[src/rtl/conv_pkg.sv]
`default_nettype none
// ============================================================================
// Module   : conv_pkg
// Purpose  : Shared types and constants for the conv-unit frame scheduler:
//            scheduler state encoding, default IFM/kernel/pool geometry and
//            the derived conv-array / pooled-array dimensions.
// Ports    : (package, no ports)
// Revision : 1.0 - initial release
// ============================================================================
package conv_pkg;

  // Default frame geometry
  localparam int IFM_W_DEF = 14;
  localparam int K_DEF     = 3;
  localparam int POOL_DEF  = 2;

  // Derived array dimensions for the default geometry
  localparam int CW_DEF = IFM_W_DEF - K_DEF + 1;
  localparam int PW_DEF = CW_DEF / POOL_DEF;

  typedef enum logic [2:0] {
    ST_IDLE   = 3'd0,
    ST_STREAM = 3'd1,
    ST_DRAIN  = 3'd2,
    ST_POOL   = 3'd3,
    ST_DONE   = 3'd4
  } sched_state_e;

  // Side length of the valid-convolution output for an ifm_w input and k kernel
  function automatic int conv_out_w(input int ifm_w, input int k);
    return ifm_w - k + 1;
  endfunction

  // Counter width able to hold 0..n-1 (never less than one bit)
  function automatic int cnt_bits(input int n);
    return (n > 1) ? $clog2(n) : 1;
  endfunction

endpackage
`default_nettype wire

[src/rtl/conv_xy_counter.sv]
`default_nettype none
// ============================================================================
// Module   : conv_xy_counter
// Purpose  : 2-D raster counter. Column advances on each enabled cycle and
//            wraps COLS-1 -> 0, carrying into the row; the row wraps
//            ROWS-1 -> 0 so the counter is back at (0,0) after a full sweep.
// Ports    : clk, rst_n (async, active-low)
//            en_i   - advance one position
//            row_o  - current row
//            col_o  - current column
//            last_o - current position is (ROWS-1, COLS-1)
// Revision : 1.0 - initial release
// ============================================================================
module conv_xy_counter
  import conv_pkg::*;
#(
  parameter  int ROWS = PW_DEF,
  parameter  int COLS = PW_DEF,
  localparam int RB   = cnt_bits(ROWS),
  localparam int CB   = cnt_bits(COLS)
) (
  input  logic          clk,
  input  logic          rst_n,
  input  logic          en_i,
  output logic [RB-1:0] row_o,
  output logic [CB-1:0] col_o,
  output logic          last_o
);

  logic [RB-1:0] row_q, row_d;
  logic [CB-1:0] col_q, col_d;
  logic          row_end, col_end;

  assign row_end = (row_q == RB'(ROWS - 1));
  assign col_end = (col_q == CB'(COLS - 1));

  always_comb begin
    row_d = row_q;
    col_d = col_q;
    if (en_i) begin
      if (col_end) begin
        col_d = '0;
        row_d = row_end ? '0 : row_q + 1'b1;
      end else begin
        col_d = col_q + 1'b1;
      end
    end
  end

  always_ff @(posedge clk or negedge rst_n) begin
    if (!rst_n) begin
      row_q <= '0;
      col_q <= '0;
    end else begin
      row_q <= row_d;
      col_q <= col_d;
    end
  end

  assign row_o  = row_q;
  assign col_o  = col_q;
  assign last_o = row_end && col_end;

endmodule
`default_nettype wire

[src/rtl/conv_frame_sched.sv]
`default_nettype none
// ============================================================================
// Module   : conv_frame_sched
// Purpose  : Frame-level scheduler for the single conv-unit datapath. Accepts
//            a raster IFM pixel stream, flags full KxK windows, generates the
//            conv-array write addresses, then sequences the pooled read-out.
//            Optional build macro CONV_SCHED_OVF_EN adds a sticky 'ovf'
//            output flagging pixels offered while in_ready is low.
// Ports    : clk, rst_n (async, active-low)
//            in_valid / in_ready      - pixel handshake
//            win_valid                - conv window complete this cycle
//            wr_en, wr_row, wr_col    - conv-array write strobe and address
//            pool_rd_en, pool_row/col - pooled read request and address
//            out_valid                - pooled result valid
//            busy, done               - not idle / end-of-frame pulse
//            ovf (CONV_SCHED_OVF_EN)  - sticky dropped-pixel flag
// Revision : 1.0 - initial release
// ============================================================================
module conv_frame_sched
  import conv_pkg::*;
#(
  parameter  int IFM_W = IFM_W_DEF,
  parameter  int K     = K_DEF,
  parameter  int POOL  = POOL_DEF,
  localparam int CW    = conv_out_w(IFM_W, K),
  localparam int PW    = CW / POOL,
  localparam int CB    = $clog2(CW),
  localparam int PB    = $clog2(PW)
) (
  input  logic          clk,
  input  logic          rst_n,
  input  logic          in_valid,
  output logic          in_ready,
  output logic          win_valid,
  output logic          wr_en,
  output logic [CB-1:0] wr_row,
  output logic [CB-1:0] wr_col,
  output logic          pool_rd_en,
  output logic [PB-1:0] pool_row,
  output logic [PB-1:0] pool_col,
  output logic          out_valid,
  output logic          busy,
  output logic          done
`ifdef CONV_SCHED_OVF_EN
  ,
  output logic          ovf
`endif
);

  localparam int IB = cnt_bits(IFM_W);

  sched_state_e state_q, state_d;

  logic          accept;
  logic [IB-1:0] pix_row, pix_col;
  logic          pix_last;
  logic [CB-1:0] cw_row, cw_col;
  logic          cw_last;
  logic          pr_last;

  logic          in_ready_q, in_ready_d;
  logic          busy_q, busy_d;
  logic          done_q, done_d;
  logic          pool_rd_en_q, pool_rd_en_d;
  logic          win_valid_q, win_valid_d;
  logic          wr_en_q, wr_last_q, out_valid_q;
  logic [CB-1:0] wr_row_q, wr_col_q;

  assign accept = in_valid && in_ready_q;

  // A window is complete once the accepted pixel sits at or beyond the
  // kernel's bottom-right corner; row-edge pixels (col < K-1) are skipped.
  assign win_valid_d = accept && (pix_row >= IB'(K - 1)) && (pix_col >= IB'(K - 1));

  // Pixel position of the next pixel to be accepted
  conv_xy_counter #(.ROWS(IFM_W), .COLS(IFM_W)) u_pix_cnt (
    .clk    (clk),
    .rst_n  (rst_n),
    .en_i   (accept),
    .row_o  (pix_row),
    .col_o  (pix_col),
    .last_o (pix_last)
  );

  // Conv-array write address; windows arrive in raster order, so a plain
  // counter stepped per window equals (r-(K-1), c-(K-1)).
  conv_xy_counter #(.ROWS(CW), .COLS(CW)) u_wr_cnt (
    .clk    (clk),
    .rst_n  (rst_n),
    .en_i   (win_valid_q),
    .row_o  (cw_row),
    .col_o  (cw_col),
    .last_o (cw_last)
  );

  // Pooled read address; drives the output port directly and only moves
  // while a read is being issued, so it rests at (0,0) outside POOL.
  conv_xy_counter #(.ROWS(PW), .COLS(PW)) u_pool_cnt (
    .clk    (clk),
    .rst_n  (rst_n),
    .en_i   (pool_rd_en_q),
    .row_o  (pool_row),
    .col_o  (pool_col),
    .last_o (pr_last)
  );

  always_comb begin
    state_d = state_q;
    unique case (state_q)
      ST_IDLE:   if (accept) state_d = pix_last ? ST_DRAIN : ST_STREAM;
      ST_STREAM: if (accept && pix_last) state_d = ST_DRAIN;
      // wr_last_q marks the cycle in which the final write is on the bus
      ST_DRAIN:  if (wr_last_q) state_d = ST_POOL;
      ST_POOL:   if (pr_last) state_d = ST_DONE;
      // in_ready is high in DONE, so a pixel offered here opens a new frame
      ST_DONE:   state_d = accept ? (pix_last ? ST_DRAIN : ST_STREAM) : ST_IDLE;
      default:   state_d = ST_IDLE;
    endcase

    // Outputs are decoded from the next state so they register with it
    in_ready_d   = (state_d == ST_IDLE) || (state_d == ST_STREAM) || (state_d == ST_DONE);
    busy_d       = (state_d != ST_IDLE);
    done_d       = (state_d == ST_DONE);
    pool_rd_en_d = (state_d == ST_POOL);
  end

  always_ff @(posedge clk or negedge rst_n) begin
    if (!rst_n) begin
      state_q      <= ST_IDLE;
      in_ready_q   <= 1'b1;
      busy_q       <= 1'b0;
      done_q       <= 1'b0;
      pool_rd_en_q <= 1'b0;
      win_valid_q  <= 1'b0;
      wr_en_q      <= 1'b0;
      wr_last_q    <= 1'b0;
      wr_row_q     <= '0;
      wr_col_q     <= '0;
      out_valid_q  <= 1'b0;
    end else begin
      state_q      <= state_d;
      in_ready_q   <= in_ready_d;
      busy_q       <= busy_d;
      done_q       <= done_d;
      pool_rd_en_q <= pool_rd_en_d;
      win_valid_q  <= win_valid_d;
      wr_en_q      <= win_valid_q;
      wr_last_q    <= win_valid_q && cw_last;
      if (win_valid_q) begin
        wr_row_q <= cw_row;
        wr_col_q <= cw_col;
      end
      out_valid_q  <= pool_rd_en_q;
    end
  end

`ifdef CONV_SCHED_OVF_EN
  logic ovf_q, ovf_d;
  logic viol;

  assign viol = in_valid && !in_ready_q;

  // Sticky; a violation in the DONE->IDLE cycle wins over the clear
  always_comb begin
    ovf_d = ovf_q;
    if (viol) begin
      ovf_d = 1'b1;
    end else if ((state_q == ST_DONE) && (state_d == ST_IDLE)) begin
      ovf_d = 1'b0;
    end
  end

  always_ff @(posedge clk or negedge rst_n) begin
    if (!rst_n) begin
      ovf_q <= 1'b0;
    end else begin
      ovf_q <= ovf_d;
    end
  end

  assign ovf = ovf_q;
`endif

  assign in_ready   = in_ready_q;
  assign win_valid  = win_valid_q;
  assign wr_en      = wr_en_q;
  assign wr_row     = wr_row_q;
  assign wr_col     = wr_col_q;
  assign pool_rd_en = pool_rd_en_q;
  assign out_valid  = out_valid_q;
  assign busy       = busy_q;
  assign done       = done_q;

endmodule
`default_nettype wire
[config.mk]
export PLATFORM = sky130hd
export DESIGN_NAME = conv_frame_sched
export DESIGN_NICKNAME = d
export VERILOG_FILES = /design/src/rtl/conv_pkg.sv /design/src/rtl/conv_xy_counter.sv /design/src/rtl/conv_frame_sched.sv
export SDC_FILE = /design/constraint.sdc
export NUM_CORES = 1
export LEC_CHECK = 0
export CORE_ASPECT_RATIO = 0.5
export CORE_MARGIN = 5
export CORE_UTILIZATION = 45
export DETAILED_ROUTE_END_ITERATION = 16
export DONT_BUFFER_PORTS = 1
export GPL_TIMING_DRIVEN = 0
export PLACE_DENSITY = 0.65
export SLEW_MARGIN = 20
export SYNTH_ARGS = -nofsm -noshare
export SYNTH_HDL_FRONTEND = slang
export SYNTH_SLANG_ARGS = --single-unit
[constraint.sdc]
create_clock -name clk -period 3.7 [get_ports clk]
set_clock_uncertainty 0.2 [all_clocks]
set_input_delay 1.11 -clock clk [delete_from_list [all_inputs] [get_ports clk]]
set_output_delay 1.11 -clock clk [all_outputs]
set_load 0.02 [all_outputs]
==> results.sh, run 1 <==
export IMPL_status="completed"
export IMPL_crit_required_ps=2390
export IMPL_grt_overflow_total=0
export IMPL_diodes=0
export IMPL_rows=16
export IMPL_ys_seq_elements=41
export IMPL_p_sw_uw=148.2
export IMPL_final_hold_violation_count=0
export IMPL_hpwlAfterDp_um=2055
export IMPL_rr_startpoint="in_ready$_DFF_PN1_"
export IMPL_clockBufferDepth=2
export IMPL_root_buffer="clkbuf_8"
export IMPL_synth_common_cells="40 x dfrtp_1, 14 x mux2_2, 12 x nand2_1"
export IMPL_rr_endpoint="u_pix_cnt.row_o[1]$_DFFE_PN0P_"
export IMPL_r2r_slack_ps=1970
export IMPL_die_y_um=54.26
export IMPL_grt_pass1_wl_um=5471
export IMPL_pwr_share_seq_pct=54.9
export IMPL_grt_pass1_vias=1063
export IMPL_hold_path_depth=1
export IMPL_syn_num_nets=147
export IMPL_hp_start="u_pix_cnt.row_o[0]$_DFFE_PN0P_"
export IMPL_antenna_found_initial=0
export IMPL_fin_crit_sh_pct=60.42
export IMPL_hold_path_class="flip-flop to flip-flop"
export IMPL_synthToLayoutAreaGrowth_pct=10.43
export IMPL_clkSinkCount=41
export IMPL_ys_warn_count=0
export IMPL_path_max_fanout=6
export IMPL_postCtsHoldBufs=0
export IMPL_cp_end_kind="output pin"
export IMPL_synth_area_leaders="dfrtp_1 57%, mux2_2 8.9%, o21ai_0 2.6%"
export IMPL_vdd_drop_max_uv=183.4
export IMPL_setup_viol=0
export IMPL_slew_headroom_pct=73.12
export IMPL_clkPwrFrac_pct=45.1
export IMPL_dieArea_mm2=0.005345
export IMPL_drtIter0Drc=55
export IMPL_cp_data_arrival_time_ps=930
export IMPL_synth_edf_count=0
export IMPL_drt_wl_total_um=3056
export IMPL_synthArstFlopShare_pct=100.0
export IMPL_switching_share_pct=18.16
export IMPL_synth_seq_area_share_pct=58.27
export IMPL_drv_slew=0
export IMPL_viasPerCell=5.446
export IMPL_insertion_delay_ps=290
export IMPL_synth_area_mm2=0.001763
export IMPL_p_leak_uw=0.0008966
export IMPL_power_density_mw_per_mm2=419.1
export IMPL_track_usage_pct=13.42
export IMPL_wl_per_cell_um=14.98
export IMPL_yosysTopAreaCellShare_pct=56.78
export IMPL_numPortBuffers=0
export IMPL_rsz0062_at_grt="no"
export IMPL_start_kind="flip-flop"
export IMPL_drc=0
export IMPL_cts_resized_gates=0
export IMPL_internal_power_uw=667.8
export IMPL_die_x_um=98.52
export IMPL_vias=1111
export IMPL_yosys_most_used_dff="dfrtp_1"
export IMPL_fmax_mhz=447.3
export IMPL_first_pass_iters=6
export IMPL_core_mm2=0.003844
export IMPL_rr_worst_depth=4
export IMPL_whs_ps=303.4
export IMPL_place_congestion=0.6866
export IMPL_fin_crit_ps=2236
export IMPL_io_pins=24
export IMPL_path_clk_slew_ps=70
export IMPL_power_frac_comb_pct=0
export IMPL_synthCells=142
export IMPL_yosysMostFrequentCell="dfrtp_1"
export IMPL_grt_start_max_net_pins=42
export IMPL_drv_cap=0
export IMPL_setup_tns_ps=0
export IMPL_postRouteAntennaNets=0
export IMPL_nNetsFinal=154
export IMPL_min_to="u_pix_cnt.row_o[0]$_DFFE_PN0P_"
export IMPL_cts_inserted_buffers=5
export IMPL_worstSetupPathType="flip-flop to output pin"
export IMPL_drive_gt1_share_pct=22.00
export IMPL_start_util_pct=45.87
export IMPL_cts_tree="done"
export IMPL_cts_htree_levels=2
export IMPL_synth_largest_area_cell="dfrtp_1"
export IMPL_worstMarginPinSlew_ps=403.2
export IMPL_post_cts_setup_buffers=0
export IMPL_synth_area_per_cell_um2=12.42
export IMPL_ys_types=37
[sequential cells by signal, indices dropped and copies added, names as in the netlist]
| signal | count |
|---|---|
| out_valid | 1 |
| wr_last_q | 1 |
| wr_row | 4 |
| state_q | 3 |
| wr_en | 1 |
| done | 1 |
| win_valid | 1 |
| u_wr_cnt.col_o | 4 |
| u_pool_cnt.row_o | 3 |
| pool_rd_en | 1 |
| u_pool_cnt.col_o | 3 |
| in_ready | 1 |
| wr_col | 4 |
| u_pix_cnt.col_o | 4 |
| busy | 1 |
| u_wr_cnt.row_o | 4 |
| u_pix_cnt.row_o | 4 |
[cell families after synthesis]
group	after synthesis	share of synthesized area, %
simple gates	50	15.97
mux	18	11.78
flops	41	58.27
buf+inv	3	0.9223
xor+xnor	5	2.484
fa+ha+maj	2	1.419
compound gates	23	9.156
[metal layers]
layer	vias up	track usage (%)	part of all wire (%)
li1	542	-	-
met1	546	17.42	49
met2	21	20.69	44
met3	2	5.852	6.1
met4	0	4.082	0.69
met5	-	0	0
[worst reg2reg max path: cells and delay by family (launching register included)]
family | cells | cell delay, ps
flip-flops | 1 | 640
AND/OR/NAND/NOR | 2 | 360
multiplexers | 1 | 290
buffers and inverters | 1 | 140
[metrics by stage]
stage,utilization [%],instance area (um2),total power (uW),instances,worst slack (ps)
after global placement,47.62,1831,456.7,196,1517
after detailed placement,47.62,1831,456.7,196,1509
after CTS,50.65,1947,827.1,204,1446
final,50.65,1947,816.0,204,1464
after floorplan,-,1763,456.7,142,1535
after global routing,50.65,1947,855.6,204,1415
[worst max-delay path by stage]
stage	start	to	slack, ps	depth (start not counted)
global placement	in_valid	u_pix_cnt.row_o[1]$_DFFE_PN0P_	1520	4
CTS	in_ready$_DFF_PN1_	in_ready	1450	0
finish	in_ready$_DFF_PN1_	in_ready	1460	0
floorplan	in_valid	u_pix_cnt.row_o[1]$_DFFE_PN0P_	1540	4
global route	in_ready$_DFF_PN1_	in_ready	1410	0
detailed placement	in_valid	u_pix_cnt.row_o[1]$_DFFE_PN0P_	1510	4
[power groups by stage]
stage | clock network [uW] | logic [uW] | registers (uW)
finish | 368 | 0.000850 | 448
global route | 408 | 0.000850 | 448
CTS | 379 | 0.000848 | 448
detailed placement | 0 | 0.000848 | 457
global placement | 0 | 0.000848 | 457
floorplan | 0 | 0.000852 | 457
[placed cells by master (no fill, tap or decap), drive strengths merged]
master  Yosys  routed
xor2        1       1
nand3       5       5
and2        1       1
mux2       16      16
nor3        3       3
bufinv      0       1
ha          2       2
o21a        1       1
o221a       1       1
and4b       1       1
dfstp       1       1
a211oi      1       1
nand4       3       3
nor4        2       2
o311ai      1       1
xnor2       4       4
a22o        2       2
a31oi       1       1
nand2      12      12
mux2i       2       2
nor2        9       9
a31o        1       1
nand4b      3       3
and3b       2       2
nand3b      5       5
nor2b       3       3
dfrtp      40      40
a21o        1       1
o21ai       9       9
and4        1       1
inv         1       1
a21oi       2       2
a21bo       2       2
clkbuf      0       7
o311a       1       1
buf         2       2
[final cells by class]
| cell class | count | area [um2] |
|---|---|---|
| fill | 345 | 1897 |
| sequential | 41 | 1027 |
| multi-input combinational | 98 | 719.4 |
| clock buffer | 7 | 86.33 |
| tap | 54 | 67.56 |
| clock inverter | 1 | 30.03 |
| buffer | 2 | 12.51 |
| inverter | 1 | 3.754 |
Note: power is estimated with default switching activity, not from simulation.
==> run 2: changes to the inputs <==
--- a/config.mk
+++ b/config.mk
@@ -11,7 +11,7 @@
 export DETAILED_ROUTE_END_ITERATION = 16
 export DONT_BUFFER_PORTS = 1
 export GPL_TIMING_DRIVEN = 0
-export PLACE_DENSITY = 0.65
+export PLACE_DENSITY = 0.67
 export SLEW_MARGIN = 20
 export SYNTH_ARGS = -nofsm -noshare
 export SYNTH_HDL_FRONTEND = slang
==> constraint.sdc (replaced) <==
create_clock -name clk -period 2 [get_ports clk]
set_clock_uncertainty 0.2 [all_clocks]
set_input_delay 0.6 -clock clk [delete_from_list [all_inputs] [get_ports clk]]
set_output_delay 0.6 -clock clk [all_outputs]
set_load 0.02 [all_outputs]
==> results.sh, run 2 (synthesized netlist as in run 1, its figures left out) <==
export IMPL_status="completed"
export IMPL_io_pins=24
export IMPL_track_usage_pct=12.20
export IMPL_use_met1_pct=15.69
export IMPL_final_hold_violation_count=0
export IMPL_grt_pass1_vias=1058
export IMPL_worstSetupPathType="flip-flop to flip-flop"
export IMPL_cts_htree_levels=2
export IMPL_setup_viol=0
export IMPL_clkSinkCount=41
export IMPL_crit_family="flip-flops"
export IMPL_clkPwrFrac_pct=44.7
export IMPL_cp_end_kind="flip-flop"
export IMPL_fin_crit_sh_pct=87.07
export IMPL_first_pass_iters=4
export IMPL_crit_chain="and4_1, buf_4, and2_4, mux2_4"
export IMPL_worst_path_buf_inv=1
export IMPL_fin_crit_ps=1741
export IMPL_fmax_mhz=574.2
export IMPL_antenna_found_initial=0
export IMPL_cts_tree="done"
export IMPL_rsz0062_at_grt="no"
export IMPL_seq_area_mm2=0.001027
export IMPL_drv_slew=0
export IMPL_rows=16
export IMPL_die_y_um=54.26
export IMPL_power_frac_comb_pct=1.4
export IMPL_numPortBuffers=0
export IMPL_power_density_mw_per_mm2=775.7
export IMPL_whs_ps=275.0
export IMPL_hpwlAfterDp_um=1962
export IMPL_cp_data_arrival_time_ps=1710
export IMPL_vdd_drop_max_uv=430.9
export IMPL_critPathSlowestCell="dfstp_2"
export IMPL_critPathLaunch="in_ready$_DFF_PN1_"
export IMPL_fin_cells=206
export IMPL_met2_usage_pct=19.46
export IMPL_slowest_delay_ps=640
export IMPL_grt_overflow_total=0
export IMPL_grt_start_max_net_pins=42
export IMPL_cts_inserted_buffers=5
export IMPL_met3_usage_pct=4.580
export IMPL_pwr_share_seq_pct=53.9
export IMPL_path_clk_slew_ps=80
export IMPL_drt_wl_total_um=2935
export IMPL_clockBufferDepth=2
export IMPL_final_common_cell="dfrtp_1"
export IMPL_switching_share_pct=19.32
export IMPL_die_x_um=98.52
export IMPL_postRouteAntennaNets=0
export IMPL_internal_power_uw=1239
export IMPL_root_buffer="clkbuf_8"
export IMPL_start_kind="flip-flop"
export IMPL_grt_pass1_wl_um=5071
export IMPL_drv_cap=0
export IMPL_worstMarginPinSlew_ps=384.3
export IMPL_slew_headroom_pct=74.38
export IMPL_path_max_fanout=7
export IMPL_cts_resized_gates=0
export IMPL_diodes=0
export IMPL_hold_path_class="flip-flop to flip-flop"
export IMPL_final_cell_mix="40 x dfrtp_1, 14 x mux2_2, 12 x nand2_1"
export IMPL_hp_start="u_pix_cnt.row_o[0]$_DFFE_PN0P_"
export IMPL_viasPerCell=5.233
export IMPL_drc=0
export IMPL_wl_per_cell_um=14.25
export IMPL_p_leak_uw=0.0009092
export IMPL_post_cts_setup_buffers=0
export IMPL_nNetsFinal=156
export IMPL_n_fill_cell=341
export IMPL_multiInputGateArea_um2=719.4
export IMPL_p_sw_uw=296.9
export IMPL_start_util_pct=45.87
export IMPL_drive_gt1_share_pct=23.03
export IMPL_setup_tns_ps=0
export IMPL_crit_required_ps=1970
export IMPL_dieArea_mm2=0.005345
export IMPL_core_mm2=0.003844
export IMPL_place_congestion=0.7041
export IMPL_busiest_layer="met2"
export IMPL_synthToLayoutAreaGrowth_pct=12.35
export IMPL_rr_startpoint="in_ready$_DFF_PN1_"
export IMPL_dpl_instance_area_mm2=0.001831
export IMPL_drtIter0Drc=38
export IMPL_vias=1078
export IMPL_final_cell_area_mm2=0.001981
export IMPL_insertion_delay_ps=290
export IMPL_dp_cells=196
-- run 2: cell types whose count changed in the layout (fill, tap and decap cells not counted), sizes merged --
cell         change
clkbuf           -1
clkinvlp         +1
buf              +1
dlygate4sd3      +1
-- run 2: final timing paths --
path / depth (start not counted) / slack [ps] / end
hold reg to reg: 1 / 270 / u_pix_cnt.row_o[0]$_DFFE_PN0P_
hold / removal: 1 / 270 / u_pix_cnt.row_o[0]$_DFFE_PN0P_
setup / recovery: 4 / 260 / u_pix_cnt.row_o[1]$_DFFE_PN0P_
min in group asynchronous: 2 / 570 / u_wr_cnt.col_o[2]$_DFFE_PN0P_
max in group asynchronous: 2 / 780 / in_ready$_DFF_PN1_
setup reg to reg: 4 / 260 / u_pix_cnt.row_o[1]$_DFFE_PN0P_
-- run 2: layer usage --
metal | wire (um) | share of wire [%] | vias to the layer above
li1 | - | - | 534
met1 | 1458 | 50 | 530
met2 | 1318 | 45 | 12
met3 | 132 | 4.5 | 2
met4 | 25 | 0.85 | 0
met5 | 0 | 0 | -
-- run 2: final cells by class --
| cell class | instances | area share [%] |
|---|---|---|
| Clock inverter | 2 | 1.895 |
| Clock buffer | 6 | 4.169 |
| Sequential cell | 41 | 51.86 |
| Tap cell | 54 | 3.411 |
| Multi-Input combinational cell | 98 | 36.32 |
| Inverter | 1 | 0.1895 |
| Buffer | 2 | 0.6317 |
| Timing Repair Buffer | 2 | 1.516 |
-- run 2: repair_timing --
action,in CTS,in global routing
endpoints found under the hold margin,41,0
hold buffers,2,0
endpoints found under the setup margin,0,0
-- run 2: stage by stage --
step	util (%)	total power [uW]	setup slack (ps)
after global placement	47.62	844.9	277.4
after floorplan	-	844.9	334.1
after global routing	51.53	1593	207.1
final	51.53	1536	258.5
after detailed placement	47.62	844.9	263.3
after CTS	51.53	1561	247.7
-- run 2: worst register-to-register path, cell delays in order (launching register included) --
cell and delay [ps]:
dfstp_2 640, and4_1 210, buf_4 140, and2_4 150, mux2_4 290
-- run 2: power groups by stage --
stage               Clock, uW  Combinational [uW]  Sequential (uW)
global route              739                25.8              828
finish                    687                21.2              828
floorplan                   0             0.00134              845
detailed placement          0             0.00133              845
CTS                       709                23.0              828
global placement            0             0.00133              845
